## src/rtl/spi_byte_tx_if.sv

```systemverilog
// Byte-stream handshake and SPI pin bundle for spi_byte_tx.
// master: the transmitter (accepts bytes, drives pins); slave: byte source / link monitor.
interface spi_byte_tx_if;
  logic [7:0] tx_data;
  logic       tx_valid;
  logic       tx_last;
  logic       tx_ready;
  logic       busy;
  logic       spi_sclk;
  logic       spi_mosi;
  logic       spi_cs;

  modport master (
    input  tx_data,
    input  tx_valid,
    input  tx_last,
    output tx_ready,
    output busy,
    output spi_sclk,
    output spi_mosi,
    output spi_cs
  );

  modport slave (
    output tx_data,
    output tx_valid,
    output tx_last,
    input  tx_ready,
    input  busy,
    input  spi_sclk,
    input  spi_mosi,
    input  spi_cs
  );
endinterface

```

## src/rtl/spi_byte_tx.sv

```systemverilog
// SPI master transmitter: serialises bytes LSB-first on sclk/mosi/cs (active-low),
// optionally chaining several bytes under one cs assertion.
module spi_byte_tx #(
  parameter int unsigned CLK_DIV = 4
) (
  input  logic          sys_clk,
  input  logic          sys_rst_n,
  spi_byte_tx_if.master bus
);

  localparam int unsigned CntW = $clog2(CLK_DIV);
  localparam logic [CntW-1:0] DivMax = CntW'(CLK_DIV - 1);

  typedef enum logic [2:0] {
    StIdle,
    StSetup,
    StHigh,
    StLow,
    StHold
  } state_e;

  state_e          state_q, state_d;
  logic [7:0]      sr_q, sr_d;
  logic [2:0]      bit_no_q, bit_no_d;
  logic [CntW-1:0] div_cnt_q, div_cnt_d;
  logic            last_q, last_d;
  logic            sclk_q, sclk_d;
  logic            cs_q, cs_d;
  logic            mosi_q, mosi_d;

  logic            phase_end;
  logic            tx_ready;
  logic            load;
  logic            go_hold;

  always_ff @(posedge sys_clk or negedge sys_rst_n) begin
    if (!sys_rst_n) begin
      state_q   <= StIdle;
      sr_q      <= '0;
      bit_no_q  <= '0;
      div_cnt_q <= '0;
      last_q    <= 1'b0;
      sclk_q    <= 1'b0;
      cs_q      <= 1'b1;
      mosi_q    <= 1'b0;
    end else begin
      state_q   <= state_d;
      sr_q      <= sr_d;
      bit_no_q  <= bit_no_d;
      div_cnt_q <= div_cnt_d;
      last_q    <= last_d;
      sclk_q    <= sclk_d;
      cs_q      <= cs_d;
      mosi_q    <= mosi_d;
    end
  end

  always_comb begin
    state_d   = state_q;
    sr_d      = sr_q;
    bit_no_d  = bit_no_q;
    div_cnt_d = div_cnt_q;
    last_d    = last_q;
    sclk_d    = sclk_q;
    cs_d      = cs_q;
    mosi_d    = mosi_q;
    tx_ready  = 1'b0;
    load      = 1'b0;
    go_hold   = 1'b0;
    phase_end = (div_cnt_q == DivMax);

    if (state_q != StIdle) begin
      div_cnt_d = phase_end ? '0 : div_cnt_q + CntW'(1);
    end

    unique case (state_q)
      StIdle: begin
        tx_ready  = 1'b1;
        div_cnt_d = '0;
        load      = bus.tx_valid;
      end
      StSetup: begin
        if (phase_end) begin
          state_d = StHigh;
          sclk_d  = 1'b1;
        end
      end
      StHigh: begin
        if (phase_end) begin
          state_d = StLow;
          sclk_d  = 1'b0;
        end
      end
      StLow: begin
        if (phase_end) begin
          if (bit_no_q != 3'd7) begin
            sr_d     = {1'b0, sr_q[7:1]};
            bit_no_d = bit_no_q + 3'd1;
            mosi_d   = sr_q[1];
            state_d  = StHigh;
            sclk_d   = 1'b1;
          end else if (!last_q) begin
            // Final LOW cycle of an open frame: a waiting byte chains with cs held low.
            tx_ready = 1'b1;
            load     = bus.tx_valid;
            go_hold  = !bus.tx_valid;
          end else begin
            go_hold = 1'b1;
          end
        end
      end
      StHold: begin
        if (phase_end) begin
          state_d = StIdle;
        end
      end
      default: begin
        state_d = StIdle;
      end
    endcase

    if (go_hold) begin
      state_d = StHold;
      cs_d    = 1'b1;
      mosi_d  = 1'b0;
    end

    if (load) begin
      sr_d      = bus.tx_data;
      last_d    = bus.tx_last;
      bit_no_d  = '0;
      div_cnt_d = '0;
      state_d   = StSetup;
      cs_d      = 1'b0;
      sclk_d    = 1'b0;
      mosi_d    = bus.tx_data[0];
    end
  end

  assign bus.tx_ready = tx_ready;
  assign bus.busy     = (state_q != StIdle);
  assign bus.spi_sclk = sclk_q;
  assign bus.spi_cs   = cs_q;
  assign bus.spi_mosi = mosi_q;

  // With cs deasserted the link must sit at its idle levels.
  cs_idle_levels: assert property (@(posedge sys_clk) disable iff (!sys_rst_n)
    cs_q |-> (!sclk_q && !mosi_q));

endmodule

```

## src/flat_wrapper.sv

```systemverilog
// flat-port wrapper written by rule: the top's interface ports become plain ports
module spi_byte_tx_flat 
#(
  parameter int unsigned CLK_DIV = 4
)
  (sys_clk, sys_rst_n, bus_tx_data, bus_tx_valid, bus_tx_last, bus_tx_ready, bus_busy, bus_spi_sclk, bus_spi_mosi, bus_spi_cs);
  spi_byte_tx_if bus_i ();
  input  logic sys_clk;
  input  logic sys_rst_n;
  input wire logic [$bits(bus_i.tx_data)-1:0] bus_tx_data;
  input wire logic [$bits(bus_i.tx_valid)-1:0] bus_tx_valid;
  input wire logic [$bits(bus_i.tx_last)-1:0] bus_tx_last;
  output wire logic [$bits(bus_i.tx_ready)-1:0] bus_tx_ready;
  output wire logic [$bits(bus_i.busy)-1:0] bus_busy;
  output wire logic [$bits(bus_i.spi_sclk)-1:0] bus_spi_sclk;
  output wire logic [$bits(bus_i.spi_mosi)-1:0] bus_spi_mosi;
  output wire logic [$bits(bus_i.spi_cs)-1:0] bus_spi_cs;
  assign bus_i.tx_data = bus_tx_data;
  assign bus_i.tx_valid = bus_tx_valid;
  assign bus_i.tx_last = bus_tx_last;
  assign bus_tx_ready = bus_i.tx_ready;
  assign bus_busy = bus_i.busy;
  assign bus_spi_sclk = bus_i.spi_sclk;
  assign bus_spi_mosi = bus_i.spi_mosi;
  assign bus_spi_cs = bus_i.spi_cs;
  spi_byte_tx #(.CLK_DIV(CLK_DIV)) u_core (.sys_clk(sys_clk), .sys_rst_n(sys_rst_n), .bus(bus_i));
endmodule
```

## config.mk

```make
export PLATFORM = sky130hd
export DESIGN_NAME = spi_byte_tx_flat
export DESIGN_NICKNAME = d
export VERILOG_FILES = /design/src/rtl/spi_byte_tx_if.sv /design/src/rtl/spi_byte_tx.sv /design/src/flat_wrapper.sv
export SDC_FILE = /design/constraint.sdc
export NUM_CORES = 1
export LEC_CHECK = 0
export CORE_MARGIN = 3
export CORE_UTILIZATION = 46
export DETAILED_ROUTE_END_ITERATION = 16
export GPL_ROUTABILITY_DRIVEN = 0
export PLACE_DENSITY = 0.75
export SETUP_SLACK_MARGIN = 0.4
export SYNTH_ARGS = -nofsm -noshare
export SYNTH_HDL_FRONTEND = slang
export SYNTH_SLANG_ARGS = --single-unit
```

## constraint.sdc

```tcl
create_clock -name sys_clk -period 1.8 [get_ports sys_clk]
set_input_delay 0.36 -clock sys_clk [delete_from_list [all_inputs] [get_ports sys_clk]]
set_output_delay 0.36 -clock sys_clk [all_outputs]
set_load 0.05 [all_outputs]
```

# Word-level counts from Yosys, hierarchy flattened

Cells that the tools add are included.
Widths: inputs -> output; s select.

Bits in latches: 0
Bits in registers: 20
RAM bits: 0
Memory bits (read-only): 0
Memories: 0
Output and inout bits: 5
Word-level logic and storage cells: 87

Multipliers: 0
Add/sub/neg operators: 2
Shift-type cells: 0
Bitwise operators: 0
Reduce and logical (&&, ||, !) cells: 16
Mux-type cells: 45
Divide/modulo/power cells: 0
$lt $le $gt $ge: 0
Eq/ne operators: 16

Operators with widths:

| operator            | number |
|---|---|
| $mux 3              | 11 |
| $mux 8              | 4 |
| $mux 1              | 22 |
| $ne 4x1->1 const B  | 5 |
| $ne 3x1->1 const B  | 5 |
| $pmux 3 s5          | 1 |
| $reduce_bool 3->1   | 5 |
| $mux 2              | 4 |
| $reduce_bool 2->1   | 4 |
| $eq 3x2->1 const B  | 2 |
| $reduce_and 3->1    | 2 |
| $reduce_and 6->1    | 1 |
| $reduce_and 5->1    | 1 |
| $pmux 1 s2          | 2 |
| $reduce_bool 4->1   | 1 |
| $add 3x1->3 const B | 1 |
| $eq 3x1->1 const B  | 1 |
| $eq 3x3->1 const B  | 1 |
| $logic_not 3->1     | 1 |
| $ne 3x3->1 const B  | 1 |
| $pmux 1 s3          | 1 |
| $add 2x1->2 const B | 1 |
| $eq 2x2->1 const B  | 1 |
| $logic_not 1->1     | 1 |

# Depth between registers and ports, before layout

Word-level depth: 7
Mapped depth: 8
Mapped depth without buffers: 6

# Least setup slack after synthesis

No wires, ideal clock.

Path type: register to output
From: reg u_core.bit_no_q[0]
To: out bus_tx_ready
Setup slack: -0.659 ns
Arrival: 2.099 ns
Path buffers: 1
Stages on the path, launching flop included: 6
Cell sequence: dfrtp_1 ha_1 ha_1 buf_4 nand3b_2 o31ai_1

Longest elaborated chain between the ends: 4

Ends and longest elaborated chain:

| what                   | RTL line           | RTL |
|---|---|---|
| start, declared        | spi_byte_tx.sv:24  | `logic [2:0] bit_no_q, bit_no_d;` |
| start signal, assigned | spi_byte_tx.sv:49  | `bit_no_q <= bit_no_d;` |
| $ne 3x3->1             | spi_byte_tx.sv:96  | `if (bit_no_q != 3'd7) begin` |
| $mux 1                 | spi_byte_tx.sv:96  |  |
| $mux 1                 | spi_byte_tx.sv:95  | `if (phase_end) begin` |
| $pmux 1 s2             | spi_byte_tx.sv:76  | `unique case (state_q)` |
| end, declared          | flat_wrapper.sv:13 | `output wire logic [$bits(bus_i.tx_ready)-1:0] bus_tx_ready;` |

Every way passes these cells.

# Worst setup path after layout

Ends and elaborated chain as after synthesis.

==> flow_summary.ini <==
[grt]
grt_pass1_wl_um = 4910
grt_usage = 0.252
grt_pass1_vias = 1000
grt_max_degree = 20
gr-total-overflow = 0
antenna_found_initial = 0

[power]
clkPwrFrac = 0.085
p_leak_nw = 0.827
power_density_nw_per_um2 = 1440
power.total_w = 0.00256
p_switching_w = 0.00115
internal_power_w = 0.00141
ir_worst_vdd_v = 0.000964
combPwrFrac = 0.599
switching_share = 0.448
power_frac_seq = 0.317

[critical_path]
cp_data_arrival_time_ps = 1600
path_cells = ha_2 > ha_4 > nand3b_4 > o31ai_4 > buf_12
r2r_end = u_core.bus.spi_mosi
start_kind = register
timing.rr.start = u_core.bit_no_q[0]
cp.required_ps = 1440
path_depth = 5
end_kind = output pin
crit_type = reg2out
crit_family = flip-flops
crit_buf_inv = 1
critPathMaxStageDelay_ps = 380
crit_path_start = u_core.bit_no_q[0]
ff2ff_path_depth = 9
rrSetupSlack_ps = -130
crit_slowest_cell = dfrtp_1
crit_path_max_fanout = 2
crit_end = bus_tx_ready

[final_layout]
drive_gt1_frac = 0.625
fill_cells = 87
area_growth_pct = 73.2
n_antenna_cell = 0
nets = 160

[routing]
num_vias = 1016
drc = 0
wire_per_inst_um = 22.2
drt_pass1_iterations = 4
drt_iter0_markers = 44
ant_nets = 0
viasPerCell = 5.94
wl_um = 3790

[sta]
period_needed_ps = 1960
hold_violations = 0
drv_slew = 0
clock_skew_ps = 3.08
tns_ps = -721
rsz0062_at_grt = true
max_slew.worst_pin.slew_ps = 398
finalSetupViolations = 10
timing.final.crit_share = 1.09
fmaxAchievable_mhz = 510
max_slew_margin = 0.732
finalWorstSetupSlack_ps = -160

[logic_synthesis]
avgSynthCellArea_sq_um = 10.6
yosys_register_bits = 19
yosys-top-cells-area = dfrtp_1 (44%), o21ai_2 (5.1%), mux2i_1 (4.9%), nand2_1 (4.8%), o21ai_0 (3.9%)
yosysMostFrequentCell = dfrtp_1
synth-main-ff-cell = dfrtp_1
synth_top_area_frac = 0.440
synth.cell_area_sq_um = 1020
ys_types = 32
synth_area_leader_cell = dfrtp_1
syn_inst = 97
synth_edf_count = 0
synthesis.nets = 112
async_flop_share = 1.00
synth_common_cells = dfrtp_1 (18), nand2_1 (13), o21ai_0 (8), a21oi_1 (7)
yosys_warnings = 0
ys_seq_area_frac = 0.466

[worst_hold_path]
hold_path.class = in2async

[clock_network]
path_clk_slew_ps = 110
cts-root-buf = clkbuf_4
numClockSinks = 19
cts_max_path_buffers = 2
ctsHoldBuffers = 0
htreeDepth = 1
clk_latency_ps = 300
cts_tree = done
cts_buffers = 3

[floorplanning]
ios = 17
start_util = 0.501
dieArea_sq_um = 2830
die_w_um = 53.2
coreArea_sq_um = 2040
rows = 16
die-height_um = 53.2

[outcome]
violations = setup timing
status = finished, violations left

[place]
port_buffers = 16
place_hpwl_um = 1610

[flow_run]
cap_violations = 0
## what timing repair did
| action | 4_1_cts | 5_1_grt |
|---|---|---|
| buffers inserted | 17 | 5 |
| setup endpoints to repair | 19 | 21 |
| gates resized for setup | 55 | 16 |
| pin swaps | 25 | 19 |
## power by group through the flow
stage	clock, W	sequential, W	combinational, W
detailed placement	0	0.000768	0.000944
finish	0.000217	0.000810	0.00153
CTS	0.000219	0.000758	0.00135
global route	0.000237	0.000820	0.00161
global placement	0	0.000754	0.000900
floorplan	0	0.000786	0.000627
## stage by stage
stage | std cells | utilization | worst slack, ps | hold WS [ps] | instance area [sq um]
6_report | 171 | 0.868 | -160 | 412 | 1770
4_1_cts | 166 | 0.820 | -60.2 | 392 | 1670
3_5_place_dp | 145 | 0.635 | -207 | 432 | 1300
3_3_place_gp | 145 | 0.635 | -156 | 428 | 1300
2_1_floorplan | 97 | - | 88.3 | 64.4 | 1060
5_1_grt | 171 | 0.868 | -189 | 440 | 1770
## routing by layer
metal / wire length, um / track usage / up-vias / share of wire
li1: - / - / 438 / -
met1: 1470 / 0.279 / 493 / 0.39
met2: 1930 / 0.457 / 69 / 0.51
met3: 252 / 0.0535 / 16 / 0.066
met4: 139 / 0.111 / 0 / 0.037
met5: 0 / 0 / - / 0
## registers in the layout, indices dropped and copies added, names as in the netlist
signal               count
u_core.bit_no_q          3
u_core.bus.spi_cs        1
u_core.bus.spi_mosi      1
u_core.bus.spi_sclk      1
u_core.div_cnt_q         2
u_core.last_q            1
u_core.sr_q              7
u_core.state_q           3
## layout make-up
type / count / area [sq um] / share of cell area
multi-input combinational: 68 / 708 / 0.399
timing repair buffer: 49 / 508 / 0.287
sequential: 19 / 480 / 0.271
tap: 27 / 33.8 / 0.0191
clock buffer: 3 / 22.5 / 0.0127
inverter: 4 / 15.0 / 0.00847
clock inverter: 1 / 5.00 / 0.00282
## how the worst min path moves through the flow
stage,to,cells after the start
floorplan,u_core.bit_no_q[0],0
global placement,u_core.div_cnt_q[0],1
detailed placement,u_core.div_cnt_q[0],1
CTS,u_core.last_q,2
global route,u_core.state_q[2],2
finish,u_core.last_q,2
## cells by family (layout without fill, tap and decap cells)
| kind of cell | count (synthesis) | count (layout) | synth area share |
|---|---|---|---|
| AO/OA/AOI/OAI | 28 | 28 | 0.198 |
| multiplexers | 5 | 5 | 0.0489 |
| XOR/XNOR | 1 | 1 | 0.00856 |
| buffers and inverters | 10 | 57 | 0.0709 |
| AND/OR/NAND/NOR | 31 | 31 | 0.171 |
| flip-flops | 19 | 19 | 0.466 |
| adder cells (fa/ha/maj) | 3 | 3 | 0.0367 |
## layout by cell type (no fill, tap or decap), types with 2 or more instances in the layout
cell type        Yosys  final
buf_4                2     18
dfrtp_1             18     15
buf_6                2     14
clkdlybuf4s50_1      0     11
nand2_4              0      6
o21ai_2              6      6
o21ai_1              0      5
nand2_2              0      4
inv_1                4      4
nor2_1               6      4
a21oi_2              0      4
nand2_1             13      3
mux2i_2              0      3
o21ai_0              8      3
clkbuf_4             0      3
buf_12               0      3
buf_8                1      3
dfrtp_2              0      3
nor3b_1              2      2
o41ai_4              1      2
nor2_4               1      2
a21oi_1              7      2
mux2i_1              5      2
ha_4                 0      2
(Power assumes the default switching activity.)
==> RTL change 1, RTL diff (same settings) <==
Encoding of `state_e`: now Gray code (3 bits for 5 states).
--- a/src/rtl/spi_byte_tx.sv
+++ b/src/rtl/spi_byte_tx.sv
@@ -13,9 +13,9 @@
 
   typedef enum logic [2:0] {
-    StIdle,
-    StSetup,
-    StHigh,
-    StLow,
-    StHold
+    StIdle  = 3'b000,
+    StSetup = 3'b001,
+    StHigh  = 3'b011,
+    StLow   = 3'b010,
+    StHold  = 3'b110
   } state_e;
 
Formal check against the unedited RTL: no difference found for any inputs over 10 cycles, from zero or initial values and one cycle with sys_rst_n low; not proved beyond that.
==> RTL change 1 against the original RTL <==
- the flow still finishes with violations (setup timing)
- design area shrank 13%
- hold slack worse by 0.064 ns
- die area is 4.0% lower
- critical path depth stayed put
- sequential power shrank 5.8%
- wire length decreased by 24%
- sequential cell count stayed put
- via count shrank 14%
- total power is 9.5% lower
- sequential share of layout area increased by 3.9 points
- setup slack got worse by 0.0018 ns
- synthesized area is 4.5% lower
- critical path type unchanged
- highest routed layer unchanged
==> RTL change 1: results (changes against the original RTL) <==
Placement
  • Placed Area: 1230 sq um (-4.8%)
  • I/O Buffers: 16 (unchanged)
  • Hpwl dp: 1430 um (-11%)

Timing
  • Clock skew: 0.00349 ns (+0.000406 ns)
  • Least-Margin Pin Slew: 0.417 ns (+0.0194 ns)
  • Final setup vio count: 4 (-6)
  • Final WS setup: -0.161 ns (-0.00179 ns)

Power
  • Switching Fraction: 40.9% (-3.9 points)
  • Leak: 0.702 nW (-15%)
  • Peak supply drop: 0.991 mV (+2.8%)

Routing
  • First-pass DRT Iterations: 4 (unchanged)
  • Post-Route WL: 2900 um (-24%)
  • DRT iter0 DRCs: 14 (-68%)
  • Vias: 872 (-14%)

Yosys
  • Synth top cells by count: 18 x dfrtp_1, 14 x nand2_1, 11 x o21ai_0
  • Unique masters post-synth: 33 (+3.1%)
  • Synth Flop Type: dfrtp_1
  • Warnings, synthesis: 0 (unchanged)
  • Sequential fraction of the synthesis area: 48.8% (+2.2 points)
  • Syn_nets: 107 (-4.5%)

Critical path
  • R2r worst-path depth: 6 (-3)
  • Critical R2R Capture: u_core.last_q$_DFFE_PN0P_
  • Worst R2R Start: u_core.bit_no_q[1]$_DFFE_PN0P_
  • Reg2reg setup slack: -0.05 ns (+0.08 ns)

Clocking
  • Worst-Skew Late Latency: 0.30 ns (about the same)

GRT
  • First-pass GRT wire length: 4280 um (-13%)
  • GRT met3 Usage: 3.15% (-2.2 points)
  • Met1 Use GR: 23.9% (-3.9 points)
  • Tot GR Track Use: 22.9% (-2.3 points)
  • Met2 Usage GRT: 41.0% (-4.7 points)
  • Vias in the first global route: 897 (-10%)
  • Largest net degree at the start of global routing: 13 (-35%)

Status
  • Run status: complete, but fails checks
  • Failing checks: setup timing

Layout
  • Layout cells sized above 1: 54.9% (-7.6 points)
  • Regs by FF count: u_core.sr_q: 7 flops, u_core.bit_no_q: 3 flops, u_core.state_q: 3 flops
  • Nets: 149 (-6.9%)

Hold path
  • Hold Crit Class: in2async
## RTL change 1: changes by cell type after synthesis, moves of 2 or more
cell / delta
o21ai_2: -5
a21oi_1: -4
o21ai_0: +3
nor2_1: -2
## RTL change 1: area by class of cell
class                   count  area (sq um)
clock buffers               4          26.3
fillers                   117           432
well taps                  27          33.8
inverters                   4          15.0
flip-flops and latches     19           480
multi-input cells          64           591
repair buffers             42           404
## RTL change 1: power by group through the flow
stage	Combinational [W]	Clock, W	Sequential, W
3_3_place_gp	0.000861	0	0.000777
5_1_grt	0.00145	0.000234	0.000775
3_5_place_dp	0.000886	0	0.000790
6_report	0.00134	0.000218	0.000763
4_1_cts	0.00114	0.000224	0.000753
2_1_floorplan	0.000588	0	0.000839
## RTL change 1: timing repair
item                                    4_1_cts  5_1_grt
buffers inserted                             11        7
cloned                                        1        0
endpoints found under the setup margin       20       20
resized for setup                            23       22
pin swaps                                     7        2
## RTL change 1: metal layers
layer | share of wire (%) | wire, um
met1 | 41 | 1190
met2 | 53 | 1520
met3 | 2.9 | 85
met4 | 3.7 | 106
met5 | 0 | 0
## RTL change 1: critical path: cells and delay by family, from the launching register on
| family | cells | cell delay [ns] |
|---|---|---|
| buf+inv | 1 | 0.18 |
| compound gates | 1 | 0.29 |
| fa+ha+maj | 2 | 0.34 |
| simple gates | 1 | 0.10 |
| flops | 1 | 0.39 |
## RTL change 1: how the worst max path moves through the flow
| stage | slack (ns) | from | to |
|---|---|---|---|
| global route | -0.24 | u_core.bit_no_q[1]$_DFFE_PN0P_ | bus_tx_ready |
| CTS | -0.13 | u_core.bit_no_q[1]$_DFFE_PN0P_ | bus_tx_ready |
| finish | -0.16 | u_core.bit_no_q[1]$_DFFE_PN0P_ | bus_tx_ready |
| detailed placement | -0.04 | bus_tx_valid | u_core.bus.spi_mosi$_DFFE_PN0P_ |
| floorplan | 0.07 | u_core.bit_no_q[0]$_DFFE_PN0P_ | u_core.div_cnt_q[1]$_DFF_PN0_ |
| global placement | 0.03 | bus_tx_valid | u_core.bus.spi_mosi$_DFFE_PN0P_ |
## RTL change 1: cell families (layout without fill, tap and decap cells)
kind of cell | after synthesis | after routing | share of synthesized area [%]
buf+inv | 9 | 50 | 6.27
compound gates | 23 | 23 | 16.8
mux | 6 | 6 | 6.66
simple gates | 31 | 31 | 16.8
xor+xnor | 1 | 1 | 0.896
flops | 19 | 19 | 48.8
fa+ha+maj | 3 | 3 | 3.84
## RTL change 1: metrics by stage
step,std cells,setup slack (ns),total power [W],hold slack [ns],TNS [ns]
global route,160,-0.241,0.00246,0.359,-1.09
detailed placement,137,-0.0374,0.00168,0.445,-0.0473
floorplan,92,0.0658,0.00143,0.0644,0
finish,160,-0.161,0.00232,0.348,-0.257
global placement,137,0.0257,0.00164,0.423,0
CTS,153,-0.135,0.00212,0.346,-0.180
==> RTL change 2, RTL diff (same settings) <==
Made on the original files. `CLK_DIV` is set to 4 in 2 places; all go to 16.
--- a/src/rtl/spi_byte_tx.sv
+++ b/src/rtl/spi_byte_tx.sv
@@ -2,5 +2,5 @@
 // optionally chaining several bytes under one cs assertion.
 module spi_byte_tx #(
-  parameter int unsigned CLK_DIV = 4
+  parameter int unsigned CLK_DIV = 16
 ) (
   input  logic          sys_clk,
--- a/src/flat_wrapper.sv
+++ b/src/flat_wrapper.sv
@@ -2,5 +2,5 @@
 module spi_byte_tx_flat 
 #(
-  parameter int unsigned CLK_DIV = 4
+  parameter int unsigned CLK_DIV = 16
 )
   (sys_clk, sys_rst_n, bus_tx_data, bus_tx_valid, bus_tx_last, bus_tx_ready, bus_busy, bus_spi_sclk, bus_spi_mosi, bus_spi_cs);
Function: changed (a bounded check fails within 10 cycles, from zero or initial values and one cycle with sys_rst_n low).
==> RTL change 2 against the original RTL <==
- the run still ends with setup timing left
- fmax about the same
- wire length shrank 17%
- first-iteration DRC count down 27%
- synthesized area is 8.9% higher
- design area decreased by 0.92%
- sequential cell count up 2
- setup slack lost 0.00066 ns
- total power down 11%
- critical endpoint unchanged
==> RTL change 2: results (changes against the original RTL) <==
Timing
  • Final TNS setup: -0.486 ns (+0.235 ns)
  • Slew headroom: 78.7% (+5.5 points)
  • Final WS setup: -0.160 ns (-0.000659 ns)
  • Final hold slack: 0.391 ns (-0.0210 ns)
  • Clock skew: 0.00139 ns (-0.00169 ns)
  • Final period utilization: 109% (about the same)
  • Final setup vio count: 7 (-3)

Layout
  • Nets: 179 (+12%)
  • Footprint of the multi-input gates: 659 sq um (-6.9%)
  • Signal buf overhead: 27.3% (-1.4 points)
  • Clock buffers: 4 (+1)
  • Fraction of area in registers: 30.2% (+3.1 points)
  • Total number of sequential cells: 21 (+2)
  • Signal buffers: 53 (+8.2%)
  • Clock-cell share of area: 1.50% (-0.057 points)
  • Layout cells sized above 1: 47.2% (-15 points)
  • Inverters, non-clock: 5 (+1)
  • Regs by FF count: u_core.sr_q: 7 flops, u_core.div_cnt_q: 4 flops
  • Final-layout fill cell count: 141 (+62%)
  • Non-filler cells, final: 191 (+12%)
  • Comb_multi_in: 80 (+18%)

Power
  • Leak: 0.734 nW (-11%)
  • Peak supply drop: 0.812 mV (-16%)

Yosys
  • Syn_nets: 126 (+13%)
  • Synth top cells by count: 20 x dfrtp_1, 9 x nand3_1, 8 x a21oi_1, 8 x nor3_1, 8 x o21ai_0
  • Adder-Cell Fraction of Synth Area: 3.37% (-0.30 points)
  • Sequential fraction of the synthesis area: 47.3% (+0.67 points)
  • Synth Instances: 111 (+14%)
  • Synth Flop Type: dfrtp_1
  • Synth Area in Compound Gates: 21.0% (+1.2 points)
  • Synth top area cells: dfrtp_1 45%, nand3_1 4.0%, a21oi_1 3.6%, nor3_1 3.6%, o21ai_0 3.6%
  • Xor/xnor share of the synthesized area: 0.786% (-0.070 points)
  • Multiplexer share of the synthesized area: 2.36% (-2.5 points)
  • Unique masters post-synth: 36 (+13%)

Placement
  • Place WS: -0.0854 ns (+0.121 ns)
  • I/O Buffers: 16 (unchanged)
  • Hpwl dp: 1790 um (+12%)
  • Placed cells: 160 (+10%)

GRT
  • Initial antenna violation count: 0 (unchanged)
  • Largest net degree at the start of global routing: 22 (+10%)
  • Vias in the first global route: 1119 (+12%)
  • First-pass GRT wire length: 5010 um (+2.0%)
  • Tot GR Track Use: 20.1% (-5.1 points)

Routing
  • DRT iter0 DRCs: 32 (-27%)
  • Vias per cell: 5.65 (-4.9%)
  • WL/cell: 16.5 um (-26%)

Status
  • Run status: complete, but fails checks
  • Failing checks: setup timing

Critical path
  • Critical path endpoint category: output port
  • CP arrival: 1.60 ns (about the same)
  • Reg2reg setup slack: -0.11 ns (+0.02 ns)
  • Crit-path max FO: 2 (unchanged)

Clocking
  • Num CTS Buffers: 3 (unchanged)
  • Clock transition at path regs: 0.12 ns
  • H-tree depth: 1 (unchanged)
RTL change 2: power by group:
group | leakage (nW) | switching [W] | internal, W
sequential | 0.245 | 0.000179 | 0.000652
clock | 0.0150 | 0.000144 | 0.0000862
combinational | 0.475 | 0.000608 | 0.000616
total | 0.734 | 0.000931 | 0.00135
RTL change 2: path summary, 6_finish.rpt:
path / start / to / depth (start not counted)
min in group sys_clk: u_core.sr_q[7]$_DFFE_PN0P_ / u_core.sr_q[7]$_DFFE_PN0P_ / 1
max in group asynchronous: sys_rst_n / u_core.bus.spi_cs$_DFFE_PN1P_ / 2
hold reg to reg: u_core.sr_q[7]$_DFFE_PN0P_ / u_core.sr_q[7]$_DFFE_PN0P_ / 1
setup / recovery: u_core.bit_no_q[0]$_DFFE_PN0P_ / bus_tx_ready / 6
hold / removal: sys_rst_n / u_core.div_cnt_q[2]$_DFF_PN0_ / 2
setup reg to reg: u_core.bit_no_q[0]$_DFFE_PN0P_ / u_core.last_q$_DFFE_PN0P_ / 8
RTL change 2: cell families after synthesis:
family,count (synthesis)
flops,21
mux,2
fa+ha+maj,3
xor+xnor,1
compound gates,33
buf+inv,10
simple gates,41
RTL change 2: routing by layer:
metal | track usage (%) | up-vias | routed length [um]
met4 | 6.60 | 0 | 18
met3 | 2.57 | 2 | 141
li1 | - | 521 | -
met5 | 0 | - | 0
met2 | 36.3 | 30 | 1630
met1 | 24.5 | 526 | 1370
RTL change 2: repair_timing:
item / CTS / global route
setup endpoints to repair: 18 / 19
buffers inserted: 18 / 9
pin swaps: 12 / 6
gates resized for setup: 24 / 13
RTL change 2: per-stage QoR:
step	area [sq um]	power, W
global route	1760	0.00244
CTS	1640	0.00211
detailed placement	1400	0.00168
finish	1760	0.00228
global placement	1400	0.00164
floorplan	1160	0.00141
